### config.mk
export PLATFORM = sky130hd
export DESIGN_NAME = lsm_sequencer
export DESIGN_NICKNAME = d
export VERILOG_FILES = /design/src/rtl/lsm_pkg.sv /design/src/rtl/lsm_prio_enc.sv /design/src/rtl/lsm_sequencer.sv
export SDC_FILE = /design/constraint.sdc
export NUM_CORES = 1
export LEC_CHECK = 0
export CELL_PAD_IN_SITES_DETAIL_PLACEMENT = 0
export CELL_PAD_IN_SITES_GLOBAL_PLACEMENT = 2
export CORE_MARGIN = 3
export CORE_UTILIZATION = 29
export CTS_CLUSTER_SIZE = 14
export DETAILED_ROUTE_END_ITERATION = 16
export GPL_TIMING_DRIVEN = 1
export PLACE_DENSITY = 0.94
export RECOVER_POWER = 100
export SYNTH_ARGS = -nofsm -noshare
export SYNTH_HDL_FRONTEND = slang
export SYNTH_HIERARCHICAL = 1
export SYNTH_SLANG_ARGS = --single-unit
### constraint.sdc
create_clock -name clk -period 10.3 [get_ports clk]
set_input_delay 1.545 -clock clk [delete_from_list [all_inputs] [get_ports clk]]
set_output_delay 1.545 -clock clk [all_outputs]
set_load 0.05 [all_outputs]
### src/rtl/lsm_pkg.sv
// Shared types and constants for the load/store-multiple sequencer:
// FSM states, operation modes, data-memory opcodes and special register indices.
package lsm_pkg;

  typedef enum logic [1:0] {
    ST_IDLE = 2'd0,
    ST_XFER = 2'd1,
    ST_DONE = 2'd2
  } state_e;

  typedef enum logic [1:0] {
    MODE_STM  = 2'b00,
    MODE_LDM  = 2'b01,
    MODE_PUSH = 2'b10,
    MODE_POP  = 2'b11
  } mode_e;

  localparam logic [6:0] OP_STM  = 7'b1100_000;
  localparam logic [6:0] OP_LDM  = 7'b1100_100;
  localparam logic [6:0] OP_PUSH = 7'b1011_010;
  localparam logic [6:0] OP_POP  = 7'b1011_110;

  localparam int         WORD_BYTES = 4;
  localparam int         REG_W      = 4;
  localparam logic [3:0] SP_IDX     = 4'd13;
  localparam logic [3:0] LR_IDX     = 4'd14;
  localparam logic [3:0] PC_IDX     = 4'd15;

  function automatic logic [6:0] mode_opcode(input mode_e m);
    case (m)
      MODE_STM:  return OP_STM;
      MODE_LDM:  return OP_LDM;
      MODE_PUSH: return OP_PUSH;
      default:   return OP_POP;
    endcase
  endfunction

  // List bit 8 names LR on a push and PC on a pop; all lower bits map directly.
  function automatic logic [3:0] map_reg(input mode_e m, input logic [3:0] idx);
    if (idx == 4'd8)
      return (m == MODE_POP) ? PC_IDX : LR_IDX;
    return idx;
  endfunction

endpackage

### src/rtl/lsm_prio_enc.sv
// Lowest-set-bit index and population count of a register-list vector.
module lsm_prio_enc
  import lsm_pkg::*;
#(
  parameter int NLIST = 9
) (
  input  logic [NLIST-1:0] vec,
  output logic [REG_W-1:0] low_idx,
  output logic [REG_W-1:0] pop_cnt
);

  always_comb begin
    low_idx = '0;
    pop_cnt = '0;
    for (int i = NLIST - 1; i >= 0; i--) begin
      if (vec[i]) begin
        low_idx = REG_W'(i);
        pop_cnt = pop_cnt + REG_W'(1);
      end
    end
  end

endmodule

### src/rtl/lsm_sequencer.sv
// Load/store-multiple and PUSH/POP beat sequencer (IDLE -> XFER -> DONE).
// Define LSM_WRITEBACK_EN to build the base-register writeback path.
module lsm_sequencer
  import lsm_pkg::*;
#(
  parameter int ADDR_W = 32,
  parameter int NLIST  = 9
) (
  input  logic              clk,
  input  logic              rst,
  input  logic              req_valid,
  output logic              req_ready,
  input  logic [1:0]        req_mode,
  input  logic [NLIST-1:0]  req_list,
  input  logic [2:0]        req_rn,
  input  logic [ADDR_W-1:0] req_base,
  output logic [ADDR_W-1:0] mem_addr,
  output logic              mem_write_en,
  output logic [6:0]        mem_opcode,
  output logic [REG_W-1:0]  st_idx,
  output logic              rf_we,
  output logic [REG_W-1:0]  rf_widx,
  output logic              busy,
  output logic              done,
  output logic              wb_en,
  output logic [REG_W-1:0]  wb_idx,
  output logic [ADDR_W-1:0] wb_val
);

  state_e            state_q, state_d;
  mode_e             req_mode_e, mode_q;
  logic [NLIST-1:0]  eff_list, work_q, enc_in;
  logic [ADDR_W-1:0] addr_q, span, start_addr;
  logic [REG_W-1:0]  enc_idx, enc_cnt;
  logic              accept, in_xfer, is_store, rf_we_p1;
  logic [REG_W-1:0]  rf_widx_p1;

  assign req_mode_e = mode_e'(req_mode);

  always_comb begin
    eff_list = req_list;
    if (req_mode_e == MODE_STM || req_mode_e == MODE_LDM)
      eff_list[NLIST-1] = 1'b0;
  end

  // One encoder serves both the accept-time popcount and the per-beat pick.
  assign enc_in = (state_q == ST_IDLE) ? eff_list : work_q;

  lsm_prio_enc #(.NLIST(NLIST)) u_enc (
    .vec     (enc_in),
    .low_idx (enc_idx),
    .pop_cnt (enc_cnt)
  );

  assign span       = ADDR_W'(enc_cnt) * ADDR_W'(WORD_BYTES);
  assign start_addr = (req_mode_e == MODE_PUSH) ? req_base - span : req_base;
  assign in_xfer    = (state_q == ST_XFER);
  assign is_store   = (mode_q == MODE_STM) || (mode_q == MODE_PUSH);

  always_comb begin
    state_d = state_q;
    accept  = 1'b0;
    case (state_q)
      ST_IDLE: begin
        if (req_valid) begin
          accept  = 1'b1;
          state_d = (enc_cnt == '0) ? ST_DONE : ST_XFER;
        end
      end
      ST_XFER: if (enc_cnt == REG_W'(1)) state_d = ST_DONE;
      ST_DONE: state_d = ST_IDLE;
      default: state_d = ST_IDLE;
    endcase
  end

  always_ff @(posedge clk) begin
    if (rst) begin
      state_q    <= ST_IDLE;
      rf_we_p1   <= 1'b0;
      rf_widx_p1 <= '0;
    end else begin
      state_q    <= state_d;
      rf_we_p1   <= in_xfer && !is_store;
      rf_widx_p1 <= (in_xfer && !is_store) ? map_reg(mode_q, enc_idx) : '0;
    end
  end

  always_ff @(posedge clk) begin
    if (accept) begin
      mode_q <= req_mode_e;
      work_q <= eff_list;
      addr_q <= start_addr;
    end else if (in_xfer) begin
      work_q <= work_q & (work_q - NLIST'(1));
      addr_q <= addr_q + ADDR_W'(WORD_BYTES);
    end
  end

  assign req_ready    = (state_q == ST_IDLE);
  assign busy         = (state_q != ST_IDLE);
  assign done         = (state_q == ST_DONE);
  assign mem_addr     = in_xfer ? addr_q : '0;
  assign mem_opcode   = in_xfer ? mode_opcode(mode_q) : 7'd0;
  assign mem_write_en = in_xfer && is_store;
  assign st_idx       = (in_xfer && is_store) ? map_reg(mode_q, enc_idx) : '0;
  assign rf_we        = rf_we_p1;
  assign rf_widx      = rf_widx_p1;

`ifdef LSM_WRITEBACK_EN
  logic              wb_en_q;
  logic [REG_W-1:0]  wb_idx_q;
  logic [ADDR_W-1:0] wb_val_q;

  // An LDM that reloads its own base keeps the loaded value instead.
  always_ff @(posedge clk) begin
    if (accept) begin
      wb_en_q  <= (enc_cnt != '0) && !(req_mode_e == MODE_LDM && req_list[req_rn]);
      wb_idx_q <= (req_mode_e == MODE_PUSH || req_mode_e == MODE_POP) ? SP_IDX : {1'b0, req_rn};
      wb_val_q <= (req_mode_e == MODE_PUSH) ? req_base - span : req_base + span;
    end
  end

  assign wb_en  = done && wb_en_q;
  assign wb_idx = done ? wb_idx_q : '0;
  assign wb_val = done ? wb_val_q : '0;
`else
  logic unused_rn;
  assign unused_rn = ^req_rn;
  assign wb_en     = 1'b0;
  assign wb_idx    = '0;
  assign wb_val    = '0;
`endif

endmodule

# Word level (Yosys, flattened, before mapping)
# Index checks and enable logic that the tools add are counted.
classes:
  add_sub_neg: 11
  multipliers: 0
  div_mod_pow: 0
  n_lt_le_gt_ge: 0
  n_eq_ne: 11
  shifts: 0
  n_mux: 41
  bitwise_logic: 2
  reduce_logical: 13
op_table:
  columns: ["operator", "n"]
  rows:
  - ["$mux 32", 4]
  - ["$mux 4", 21]
  - ["$add 32x3->32 const B", 1]
  - ["$sub 32x6->32", 1]
  - ["$add 4x1->4 const B", 7]
  - ["$mux 9", 3]
  - ["$pmux 6 s3", 1]
  - ["$and 9x9->9", 1]
  - ["$sub 9x1->9 const B", 1]
  - ["$eq 2x2->1 const B", 4]
  - ["$mux 1", 7]
  - ["$mux 7", 1]
  - ["$eq 2x1->1 const B", 3]
  - ["$logic_not 2->1", 3]
  - ["$mux 2", 3]
  - ["$eq 4x1->1 const B", 1]
  - ["$eq 4x4->1 const B", 1]
  - ["$logic_not 4->1", 1]
  - ["$pmux 2 s2", 1]
  - ["$reduce_bool 2->1", 2]
  - ["$add 1x1->2 const B", 1]
  - ["$logic_and 1x1->1", 2]
  - ["$logic_or 1x1->1", 2]
  - ["$ne 2x1->1 const B", 1]
  - ["other kinds (5)", 5]
word_totals:
  reg_bits: 50
  latch_bits: 0
  mem_bits_rw: 0
  mem_bits_ro: 0
  in_bits: 49
  output_inout_bits: 89
  wordCells: 84
  n_memories: 0

# Depth between registers and ports, before layout
depth:
  ltp_word: 25
  depth_mapped: 32
  ltp_nobuf: 29

# Modules after synthesis
# The synthesis kept the hierarchy.
by_module_without_submodules:
  columns: ["module", "instances", "cells_per_inst", "area_per_inst_um2", "seq_area_each_um2"]
  rows:
  - ["lsm_sequencer", 1, 438, 4068.9, 1431.4]
  - ["lsm_prio_enc", 1, 108, 817.0, 0.0]

# Least setup slack after synthesis
# No wires, ideal clock.
synth_path:
  path_type: "reg-to-reg"
  from: "reg state_q[0]"
  to: "reg addr_q[30] (data pin)"
  setup_ns: 0.260
  arrival_time_ns: 7.600
  t_required_ns: 10.040
  setup_slack_ns: 2.440
  path_stages_with_launch: 32
  path_buffers: 3
  period_less_slack_ns: 7.860
  path_cell_list: "dfxtp_1 > or2_2 > inv_1 > buf_1 > mux2_2 > inv_1 > ha_1 > buf_6 > xor2_1 > ha_1 > xnor3_1 > nor2_1 > a211oi_1 > or2_2 > ha_1 > xor2_1 > and3_1 > nor3_1 > ha_1 > nand2_1 > xor2_1 > a21oi_1 > nand4bb_1 > xnor3_1 > inv_1 > ha_1 > or4b_4 > or4b_4 > buf_6 > nor4_1 > xor2_1 > mux2_2"
synth_between:
  word_cells_on_any_way: 23
  classes_between: "9 x add/sub; 13 x mux; 1 x reduce/logical"
synth_lines:
  columns: ["element", "line", "source"]
  rows:
  - ["start, declared", "lsm_sequencer.sv:30", "state_e state_q, state_d;"]
  - ["start signal, assigned", "lsm_sequencer.sv:82", "state_q <= state_d;"]
  - ["$logic_not 2->1 *", null, null]
  - ["net req_ready", "lsm_sequencer.sv:12", "output logic req_ready,"]
  - ["$mux 9 *", "lsm_sequencer.sv:47", "assign enc_in = (state_q == ST_IDLE) ? eff_list : work_q;"]
  - ["net enc_in[7]", "lsm_sequencer.sv:32", "logic [NLIST-1:0] eff_list, work_q, enc_in;"]
  - ["$mux 4 *", "lsm_prio_enc.sv:16", "if (vec[i]) begin"]
  - ["$add 4x1->4", "lsm_prio_enc.sv:18", "pop_cnt = pop_cnt + REG_W'(1);"]
  - ["$mux 4 *", "lsm_prio_enc.sv:16", null]
  - ["$add 4x1->4", "lsm_prio_enc.sv:18", null]
  - ["[7 not listed]", null, null]
  - ["$add 4x1->4", "lsm_prio_enc.sv:18", null]
  - ["$mux 4 *", "lsm_prio_enc.sv:16", null]
  - ["$add 4x1->4", "lsm_prio_enc.sv:18", null]
  - ["$mux 4 *", "lsm_prio_enc.sv:16", null]
  - ["net enc_cnt[3]", "lsm_sequencer.sv:34", "logic [REG_W-1:0] enc_idx, enc_cnt;"]
  - ["$sub 32x6->32 *", "lsm_sequencer.sv:56", "assign start_addr = (req_mode_e == MODE_PUSH) ? req_base - span : req_base;"]
  - ["$mux 32 *", "lsm_sequencer.sv:56", null]
  - ["$mux 32 *", "lsm_sequencer.sv:89", "if (accept) begin"]
  - ["end signal, assigned", "lsm_sequencer.sv:92", "addr_q <= start_addr;"]
  - ["end signal, assigned", "lsm_sequencer.sv:95", "addr_q <= addr_q + ADDR_W'(WORD_BYTES);"]
  - ["end, declared", "lsm_sequencer.sv:33", "logic [ADDR_W-1:0] addr_q, span, start_addr;"]
# Mark *: on every way through the listed nets, which the timed path passes. The rest lies on a longest branch.
# A chain may end at the register's enable or synchronous reset.

# Worst setup path after layout
layout_path:
  from: "in req_mode[1]"
  to: "reg addr_q[30] (data pin)"
layout_between:
  elab_chain_len: 24
  word_cells_on_any_way: 26
  classes_between: "9 x add/sub; 2 x eq/ne; 13 x mux; 2 x reduce/logical"
layout_lines:
  columns: ["element", "line", "source"]
  rows:
  - ["start, declared", "lsm_sequencer.sv:13", "input logic [1:0] req_mode,"]
  - ["$eq 2x1->1 or $logic_not 2->1 (tied branches)", "lsm_sequencer.sv:42", "if (req_mode_e == MODE_STM || req_mode_e == MODE_LDM)"]
  - ["$logic_or 1x1->1 *", "lsm_sequencer.sv:42", null]
  - ["$mux 1 *", "lsm_sequencer.sv:42", null]
  - ["$mux 9 *", "lsm_sequencer.sv:47", null]
  - ["net enc_in[8]", "lsm_sequencer.sv:32", null]
  - ["$mux 1 *", "lsm_prio_enc.sv:16", null]
  - ["$add 1x1->2", "lsm_prio_enc.sv:18", null]
  - ["$mux 4 *", "lsm_prio_enc.sv:16", null]
  - ["[10 not listed]", null, null]
  - ["$add 4x1->4", "lsm_prio_enc.sv:18", null]
  - ["$mux 4 *", "lsm_prio_enc.sv:16", null]
  - ["$add 4x1->4", "lsm_prio_enc.sv:18", null]
  - ["$mux 4 *", "lsm_prio_enc.sv:16", null]
  - ["net enc_cnt[3]", "lsm_sequencer.sv:34", null]
  - ["$sub 32x6->32 *", "lsm_sequencer.sv:56", null]
  - ["$mux 32 *", "lsm_sequencer.sv:56", null]
  - ["$mux 32 *", "lsm_sequencer.sv:89", null]
# Marks and branches as above.

==> results.tsv <==
metric	value	unit
Synth Warn #	6	
RSZ-0062 raised after global routing	false	
Slew HR	-131	%
IO Pins	138	
count leader, synth	nor2_1	
Arr. time, crit path	9.10	ns
distinct cell type count after synthesis	62	
final WL	12900	um
violated checks	max-capacitance violations, max-slew violations	
Final GP Congestion	0.809	
top cell type's share of synthesized area	26.4	%
drt first-iter violations	302	
FMAX	110	MHz
gr ovfl total	0	
flop-to-flop setup slack	2.17	ns
hold-fix buffers at CTS	0	
RR Startpoint	state_q[0]	
Final HPWL DP	9980	um
Worst Setup Path Type	primary input to flop	
min-delay worst type	flop to flop	
CTS sink cnt	50	
Setup TNS	0	ns
htree depth	2	
sequential cell area	1430	um^2
Clock Skew	0.00871	ns
Bufs on Longest Clock Path	2	
Total GRT Usage	14.0	%
Mapped Cells	546	
core area	16200	um^2
Commonest cells post-synth	44 x nor2_1, 43 x edfxtp_1, 42 x buf_4	
Placed Cells	833	
synthesized flop and latch total	50	
fin crit share	87.9	%
CTS Buf Count	5	
ANT nets after route	0	
largest net degree at the start of global routing	40	
Worst-Skew Late Latency	0.30	ns
Hold Violations, Final	0	
Starting Density	30.2	%
Setup crit end kind	flop	
antenna violations before repair	0	
layout net count	689	
outcome	finished, violations left	
Worst R2R End	addr_q[30]	
# diodes	0	
Post-CTS Setup Bufs	0	
CP most frequent cell	ha_1	
routed len/inst	15.4	um
critical path launch point type	primary input	
die span in x	136	um
number of global-route vias before repair	4042	
EDFF count, synth	43	
Die Y	136	um
final worst path period need	9.05	ns
Mean Syn Cell Area	8.95	um^2
First-pass DRT Iterations	5	
Final Setup Violations	0	
Worst path slowest cell	or4b_1	
share of layout cells above drive strength 1	4.80	%
Clk Tree Root Cell	clkbuf_16	
DRC violation count after routing	0	
CP endpoint	addr_q[30]	
Finished Layout Cells	841	
die area	18400	um^2
Post-synth ARST share	0	%
via/cell ratio	4.84	
first-pass GRT wire length	20700	um
area grow syn2layout	20.4	%
Critical path origin	req_mode[1]	
area leader, netlist	edfxtp_1	
register area share after synthesis	29.3	%
ys flop type	edfxtp_1	
via count	4074	
Worst-path clk slew	0.07	ns
top cells by area, synth	edfxtp_1 26%, buf_4 6.5%, xnor2_1 6.5%	
Tightest Pin Transition	3.45	ns
CTS tree	done	
PortBufs	96	
FP Rows	46	
critical path's largest stage delay	0.84	ns
Critical Path RT	10.35	ns
Max Transition Viols Final	76	
mapped cell area	4890	um^2
Reg2Reg Depth	28	
post-CTS sizing	0	
fill cell count	1674	
Multi-input gate area	2960	um^2
Hold Path Depth	1	
Max-cap violations	2	
Max Fanout on Critical Path	16	
flip-flops by register name, summed over array words and instances (netlist names):
signal   cells
work_q       9
addr_q      32
state_q      2
rf_we        1
mode_q       2
rf_widx      4
layer usage:
metal / share of wire (%) / vias to the layer above / global-route usage, %
li1: - / 1995 / -
met1: 45 / 1927 / 18.1
met2: 46 / 136 / 23.4
met3: 6.9 / 16 / 2.30
met4: 1.9 / 0 / 5.15
met5: 0 / - / 0
area by class of cell:
type | instances | share of cell area, %
Sequential cell | 50 | 24.3
Timing Repair Buffer | 98 | 16.5
Clock buffer | 5 | 2.13
Inverter | 21 | 1.34
Tap cell | 216 | 4.59
Clock inverter | 3 | 0.745
Multi-Input combinational cell | 448 | 50.4
layout by cell type, fill, tap and decap left out, types with 7 or more instances in the layout:
cell / instances
a21oi_1: 12
and2_1: 34
clkdlybuf4s50_1: 42
conb_1: 38
dfxtp_1: 7
dlygate4sd3_1: 54
edfxtp_1: 43
ha_1: 15
inv_1: 21
mux2_2: 10
mux2i_1: 19
nand2_1: 40
nand2b_1: 7
nand3_1: 23
nand4_1: 12
nor2_1: 44
nor2b_1: 7
nor3_1: 23
nor4_1: 20
o21ai_0: 15
xnor2_1: 36
xor2_1: 30
worst min-delay path by stage:
stage,startpoint,end,slack [ns]
2_1_floorplan,state_q[1],state_q[0],0.46
3_3_place_gp,state_q[1],state_q[1],0.55
3_5_place_dp,state_q[1],state_q[0],0.56
4_1_cts,state_q[1],state_q[0],0.58
5_1_grt,state_q[1],state_q[1],0.57
6_report,state_q[1],state_q[0],0.53
cells by family after synthesis:
logic type	after synthesis	synth area share, %
AOI/OAI and AO/OA	51	7.20
buffers and inverters	85	10.9
adders and majority gates	16	4.25
xor gates and xnor gates	71	14.1
DFF	50	29.3
and+or+nand+nor	242	27.7
other	1	0.0768
muxes	30	6.43
stage by stage:
stage	worst slack [ns]	utilization (%)	area, um^2	hold WS, ns
finish	1.25	36.4	5880	0.530
global route	0.701	36.4	5880	0.574
CTS	1.51	37.1	5990	0.582
detailed placement	1.20	36.0	5830	0.562
global placement	1.40	36.0	5830	0.550
floorplan	2.44	-	5020	0.465
worst max-delay path, delay by kind of cell:
family	cells	cell delay, ns
AOI/OAI and AO/OA	3	0.58
xor gates and xnor gates	6	1.27
adders and majority gates	5	1.47
muxes	1	0.27
buffers and inverters	3	0.89
and+or+nand+nor	10	3.04
Power is left out: the tool's default activity adds up to more than one toggle a clock period on the data nets, which glitch-free logic cannot reach.
